--- config.mk ---
export PLATFORM = sky130hd
export DESIGN_NAME = iir_biquad_mux
export DESIGN_NICKNAME = d
export VERILOG_FILES = /design/src/rtl/iir_biquad_mux.sv
export SDC_FILE = /design/constraint.sdc
export NUM_CORES = 1
export LEC_CHECK = 0
export ABC_CLOCK_PERIOD_IN_PS = 9600
export BUFFER_PORTS_ARGS = -buffer_cell sky130_fd_sc_hd__buf_2
export CAP_MARGIN = 20
export CORE_ASPECT_RATIO = 0.7
export CORE_MARGIN = 4
export CORE_UTILIZATION = 40
export DETAILED_ROUTE_END_ITERATION = 12
export PLACE_DENSITY = 0.51
export SLEW_MARGIN = 20
export SYNTH_ARGS = -nofsm -noshare
export SYNTH_HDL_FRONTEND = slang
export SYNTH_SLANG_ARGS = --single-unit
--- constraint.sdc ---
create_clock -name clk -period 9.6 [get_ports clk]
set_input_delay 0.48 -clock clk [delete_from_list [all_inputs] [get_ports clk]]
set_output_delay 0.48 -clock clk [all_outputs]
set_load 0.01 [all_outputs]
--- src/rtl/iir_biquad_mux.sv ---
// Cascade of NSECT direct-form-I biquads sharing one signed MAC, coefficients written at runtime.
// Define IIR_SAT_EN to clamp each section output and raise the sticky sat flag; otherwise outputs wrap.
module iir_biquad_mux #(
    parameter int DW    = 12,
    parameter int CW    = 12,
    parameter int FRAC  = 11,
    parameter int NSECT = 2,
    parameter int CAW   = 4
) (
    input  logic                  clk,
    input  logic                  rst,
    input  logic signed [DW-1:0]  din,
    input  logic                  in_valid,
    output logic                  in_ready,
    output logic signed [DW-1:0]  dout,
    output logic                  out_valid,
    input  logic                  clr,
    input  logic                  coef_we,
    input  logic [CAW-1:0]        coef_addr,
    input  logic signed [CW-1:0]  coef_din,
    output logic                  overrun,
    output logic                  sat
);
    localparam int PW  = DW + CW;
    localparam int AW  = DW + CW + 3;
    localparam int SW  = (NSECT > 1) ? $clog2(NSECT) : 1;
    localparam int NC  = 5 * NSECT;
    localparam int CIW = $clog2(NC);
    localparam logic [CAW:0] NCOEF = (CAW+1)'(NC);

    typedef enum logic [1:0] {IDLE, MAC, UPD, OUT} state_t;

    state_t                    state, state_nx;
    logic [SW-1:0]             sect;
    logic [2:0]                tap;
    logic signed [DW-1:0]      xin;
    logic [NSECT-1:0][DW-1:0]  x1, x2, y1, y2;
    logic [NC-1:0][CW-1:0]     coef;
    logic signed [AW-1:0]      acc;
    logic [CIW-1:0]            cidx;
    logic signed [DW-1:0]      opx;
    logic signed [CW-1:0]      opc;
    logic signed [PW-1:0]      prod;
    logic signed [DW-1:0]      y;
    logic                      last;

    assign last = (sect == SW'(NSECT - 1));

    always_comb begin
        state_nx  = state;
        out_valid = 1'b0;
        in_ready  = 1'b0;
        unique case (state)
            IDLE: begin
                in_ready = !rst;
                if (in_valid) state_nx = MAC;
            end
            MAC:  if (tap == 3'd4) state_nx = MAC == MAC ? UPD : UPD;
            UPD:  state_nx = last ? OUT : MAC;
            OUT: begin
                out_valid = 1'b1;
                state_nx  = IDLE;
            end
            default: state_nx = IDLE;
        endcase
        if (clr) state_nx = IDLE;
    end

    // Operand select for the shared multiplier: tap order b0,b1,b2,a1,a2.
    always_comb begin
        cidx = CIW'(5 * int'(sect) + int'(tap));
        opc  = coef[cidx];
        unique case (tap)
            3'd0:    opx = xin;
            3'd1:    opx = x1[sect];
            3'd2:    opx = x2[sect];
            3'd3:    opx = y1[sect];
            default: opx = y2[sect];
        endcase
        prod = PW'(opx) * PW'(opc);
    end

`ifdef IIR_SAT_EN
    localparam logic signed [AW-1:0] YMAX = AW'(2**(DW-1) - 1);
    localparam logic signed [AW-1:0] YMIN = AW'(-(2**(DW-1)));
    logic signed [AW-1:0] ysh;
    logic                 clip;

    always_comb begin
        ysh  = acc >>> FRAC;
        clip = 1'b1;
        if (ysh > YMAX)      y = YMAX[DW-1:0];
        else if (ysh < YMIN) y = YMIN[DW-1:0];
        else begin
            y    = ysh[DW-1:0];
            clip = 1'b0;
        end
    end
`else
    // Low DW bits of acc >>> FRAC, i.e. two's-complement wrap after the floor shift.
    assign y   = acc[FRAC +: DW];
    assign sat = 1'b0;
`endif

    always_ff @(posedge clk) begin
        if (rst) begin
            state   <= IDLE;
            sect    <= '0;
            tap     <= '0;
            xin     <= '0;
            x1      <= '0;
            x2      <= '0;
            y1      <= '0;
            y2      <= '0;
            coef    <= '0;
            acc     <= '0;
            dout    <= '0;
            overrun <= 1'b0;
`ifdef IIR_SAT_EN
            sat     <= 1'b0;
`endif
        end else begin
            state <= state_nx;
            if (clr) begin
                x1   <= '0;
                x2   <= '0;
                y1   <= '0;
                y2   <= '0;
                sect <= '0;
                tap  <= '0;
            end else begin
                if (in_valid && state != IDLE) overrun <= 1'b1;
                unique case (state)
                    IDLE: begin
                        // Write lands before the sample's MAC reads it, so a same-cycle sample sees it.
                        if (coef_we && ({1'b0, coef_addr} < NCOEF))
                            coef[coef_addr[CIW-1:0]] <= coef_din;
                        if (in_valid) begin
                            xin  <= din;
                            sect <= '0;
                            tap  <= '0;
                        end
                    end
                    MAC: begin
                        acc <= (tap == 3'd0) ? AW'(prod) : acc + AW'(prod);
                        tap <= (tap == 3'd4) ? 3'd0 : tap + 3'd1;
                    end
                    UPD: begin
                        x2[sect] <= x1[sect];
                        x1[sect] <= xin;
                        y2[sect] <= y1[sect];
                        y1[sect] <= y;
                        xin      <= y;
                        if (last) dout <= y;
                        else      sect <= sect + SW'(1);
`ifdef IIR_SAT_EN
                        if (clip) sat <= 1'b1;
`endif
                    end
                    default: ;
                endcase
            end
        end
    end
endmodule
# Yosys cells after proc, flatten, opt, wreduce, memory -nomap -nowiden
# Index checks and enable logic that the tools add are counted.
dict set report totals {
  in_bits 33
  register_bits 274
  out_inout_bits 16
}
dict set report op_classes {
  bitwise 1
  magnitude_cmp 6
  mul 2
  n_mux 35
  n_eq_ne 9
  add_sub_neg 4
  reduce_logical 19
}
# operator count
set op_table {}
lappend op_table {{$mux W12} 12}
lappend op_table {{$bwmux W120} 1}
lappend op_table {{$bwmux W24} 4}
lappend op_table {{$bmux W12 S4} 1}
lappend op_table {{$demux W12 S4} 1}
lappend op_table {{$pmux W12 S4} 1}
lappend op_table {{$add A27 B24 Y27} 1}
lappend op_table {{$mux W27} 1}
lappend op_table {{$mul A12 B12 Y24} 1}
lappend op_table {{$pmux W12 S2} 1}
lappend op_table {{$demux W12 S1} 1}
lappend op_table {{$lt A4 B5 Y1 const B} 2}
lappend op_table {{$reduce_and A2 Y1} 5}
lappend op_table {{$reduce_and A3 Y1} 3}
lappend op_table {{$pmux W2 S4} 1}
lappend op_table {{$eq A3 B2 Y1 const B} 2}
lappend op_table {{$mux W2} 3}
lappend op_table {{$mux W3} 2}
lappend op_table {{$pmux W3 S2} 1}
lappend op_table {{$reduce_bool A2 Y1} 3}
lappend op_table {{$add A4 B3 Y4} 1}
lappend op_table {{$eq A2 B2 Y1 const B} 2}
lappend op_table {{$ge A4 B1 Y1 const B} 1}
lappend op_table {{$logic_and A1 B1 Y1} 4}
lappend op_table {{17 further kinds} 21}

# Depth between registers and ports, before layout
dict set report logic_depth {
  ltp_word 7
  mapped_depth 38
  mapped_depth_nobuf 33
}

# Worst setup path before layout
# No wires, ideal clock.
dict set report synth_timing {
  path_kind {reg-to-reg}
  startpoint {register tap[0]}
  endpoint {register acc[22]}
  t_required_ps 9523
  setup_ps 77
  slack_ps 949
  path_stages_with_launch 36
  period_less_slack_ps 8651
  arrival_time_ps 8575
  cell_sequence {dfxtp_1 -> ha_1 -> ha_1 -> buf_2 -> buf_2 -> buf_1 -> mux4_2 -> mux2i_1 -> o22ai_1 -> clkbuf_1 -> nand2_1 -> fa_1 -> fa_1 -> fa_1 -> inv_1 -> fa_1 -> inv_1 -> fa_1 -> inv_1 -> ha_1 -> o21a_1 -> o21a_1 -> a21oi_1 -> o21bai_1 -> a21o_1 -> xor2_1 -> ha_1 -> clkbuf_1 -> a21o_1 -> a211o_1 -> o41a_1 -> a21o_1 -> a211o_1 -> nor3_1 -> mux2i_1 -> a41oi_2}
}
dict set report synth_via {
  elab_chain_len 6
}
# item line_no
set synth_rtl {}
lappend synth_rtl {{start: declaration} 35} ;# logic [2:0] tap;
lappend synth_rtl {{start signal: assignment} 146} ;# tap <= (tap == 3'd4) ? 3'd0 : tap + 3'd1;
lappend synth_rtl {{$add A4 B3 Y4} 71} ;# cidx = CIW'(5 * int'(sect) + int'(tap));
lappend synth_rtl {{$bmux W12 S4} 72} ;# opc = coef[cidx];
lappend synth_rtl {{$mux W12 (implied by the code)} 72}
lappend synth_rtl {{$mul A12 B12 Y24} 80} ;# prod = PW'(opx) * PW'(opc);
lappend synth_rtl {{$add A27 B24 Y27} 145} ;# acc <= (tap == 3'd0) ? AW'(prod) : acc + AW'(prod);
lappend synth_rtl {{$mux W27 (*)} 145}
lappend synth_rtl {{end signal: assignment} 145}
lappend synth_rtl {{end: declaration} 39} ;# logic signed [AW-1:0] acc;
# Mark *: on every way between the ends. The rest lies on a longest branch, timed or not. The select of a mux whose other input is x is not followed.
# A chain may end at the register's enable or synchronous reset.

# Worst setup path after layout
# Same ends and word-level chain as after synthesis.

==> metrics.yaml <==
status: "finished clean"
syn_area_per_cell_um2: 8.61
drt_pass1_iterations: 7
hpwlAfterDp_mm: 35.8
path_class: "reg2reg"
hp-class: "in2reg"
yosys.area.top_type: "dfxtp_1"
tightest_slew_ns: 1.07
setup_viol: 0
n_antenna_cell: 0
place_inst: 2647
clock_skew_ns: 0.0448
synth_edf_count: 0
final_common_cell: "nand2_1"
maxCapViolCount: 0
grt_max_degree: 108
finish.utilization_pct: 45.1
hold_violations: 0
dr_total_vias: 14200
syn_inst: 2103
power_density_nw_per_um2: 123
ys.flop_type: "dfxtp_1"
fp.dieH_um: 186
dieArea_um2: 48800
synth_cell_types: 67
end_kind: "flip-flop"
yosysTopAreaCellShare_pct: 29.8
routedWlPerCell_um: 18.3
hold_start: "coef_din[9]"
final_nets: 2336
holdBufCountCts: 0
routed_wl_mm: 49.4
worstReg2RegStart: "tap[0]"
antenna_found_initial: 0
power_leakage_nw: 8.28
fin_hold_ws_ns: 0.224
final_max_slew_viol_count: 0
cts.clk_slew.worst_paths_ns: 0.06
required_ns: 10.02
vias_per_cell: 5.26
fin_cells: 2703
peakVddDrop_mv: 0.124
drtIter0Drc: 929
grt_pass1_wl_mm: 79.3
synth_area_leaders: "dfxtp_1 (30%), fa_1 (15%), nand2_1 (8.4%)"
syn_nets: 2351
grt_pass1_vias: 13900
mostFrequentLayoutCells: "nand2_1 (406), dfxtp_1 (269), a21oi_1 (195), inv_1 (180), nor2_1 (159)"
grt.overflow.total: 0
htreeDepth: 1
rsz0062_at_grt: "false"
die_w_um: 262
async_flop_share_pct: 0
portBuffers: 47
clk_latency_ns: 0.61
netlist_area_um2: 18100
cts_max_path_buffers: 3
relSlewSlack_pct: 28.6
yosysWarnings: 0
io_pins: 49
drive_gt1_share_pct: 10.7
gp_congestion: 0.824
critPathArrivalTime_ns: 9.42
ant_nets: 0
clock-sinks: 270
finalSetupTns_ns: 0
cts_tree: "yes"
placed_area_um2: 18900
fin_ws_ns: 0.592
numCtsBuffers: 30
slowest_stage: "fa_1"
clockRootBuffer: "clkbuf_16"
critPathLaunchType: "flip-flop"
drc: 0
critPathLaunch: "tap[0]"
fin_crit_sh_pct: 93.8
crit_fanout: 12
path_common_cell: "fa_1"
yosys_register_bits: 270
num_rows: 64
min_period_ns: 9.01
pre_cts_ws_ns: 0.569
ys_seq_area_share_pct: 29.8
fmax_ghz: 0.111
slowest_delay_ns: 0.54
areaGrowthSynthToFinish_pct: 10.2
initial_core_util_pct: 41.0
core_um2: 44200
critPathBufInv: 4
final_area_um2: 20000
power_mw: 2.44
grtUsageTotal_pct: 20.1
path_delay_family: "adder cells"
-- kinds of logic after synthesis --
kind of cell / synth area share (%)
simple gates: 17.0
mux: 11.7
other cells: 0.0207
buf+inv: 6.91
flops: 29.8
compound gates: 12.0
xor+xnor: 2.07
fa+ha+maj: 20.4
-- synthesized netlist by cell type (all sizes together), types with 14 or more instances --
cell type,number
nor2b,27
inv,180
buf,25
ha,80
a211oi,28
and2,14
o21ai,21
nand2b,49
dfxtp,270
xnor2,29
mux2i,119
a21o,16
clkbuf,119
nor2,162
fa,135
mux2,34
mux4,24
nand2,406
a22oi,19
a21oi,195
-- state kept, by name (all words and copies together), names as in the netlist, 2 cells and up --
register	flops
dout	12
state	2
x1	24
y1	24
acc	23
x2	24
tap	3
xin	12
coef	120
y2	24
-- metal layers --
layer	global-route usage, %	share of wire, %
met1	31.3	52
met2	29.9	41
met3	2.77	4.4
met4	3.84	1.7
met5	0	0
-- tightest hold or removal path, stage by stage --
cell and delay [ns]:
buf_2 0.17, nand2_1 0.08, a21oi_1 0.05
-- layout make-up --
| cell class | count | area (um2) |
|---|---|---|
| clock buffers | 45 | 867 |
| clock inverters | 8 | 103 |
| fillers | 4352 | 24200 |
| inverters | 180 | 676 |
| multi-input cells | 1509 | 11500 |
| flip-flops and latches | 270 | 5410 |
| well taps | 594 | 743 |
| repair buffers | 97 | 653 |
-- final timing paths --
path | endpoint | cells past startpoint | slack, ns
worst min register to register | dout[8] | 2 | 0.45
worst max-delay path | acc[22] | 30 | 0.59
worst min-delay path | coef[45] | 3 | 0.22
worst max register to register | acc[22] | 30 | 0.59
-- power breakdown --
part           internal (mW)  switching, mW  leakage, nW
clock network          0.651          0.492        0.471
registers               1.13         0.0138         2.18
logic                 0.0517          0.104         5.63
-- timing repair --
action	4_1_cts	5_1_grt
setup buffers	0	0
hold endpoints to repair	0	0
endpoints found under the setup margin	0	2
resized for setup	0	4
(Power assumes the default switching activity.)
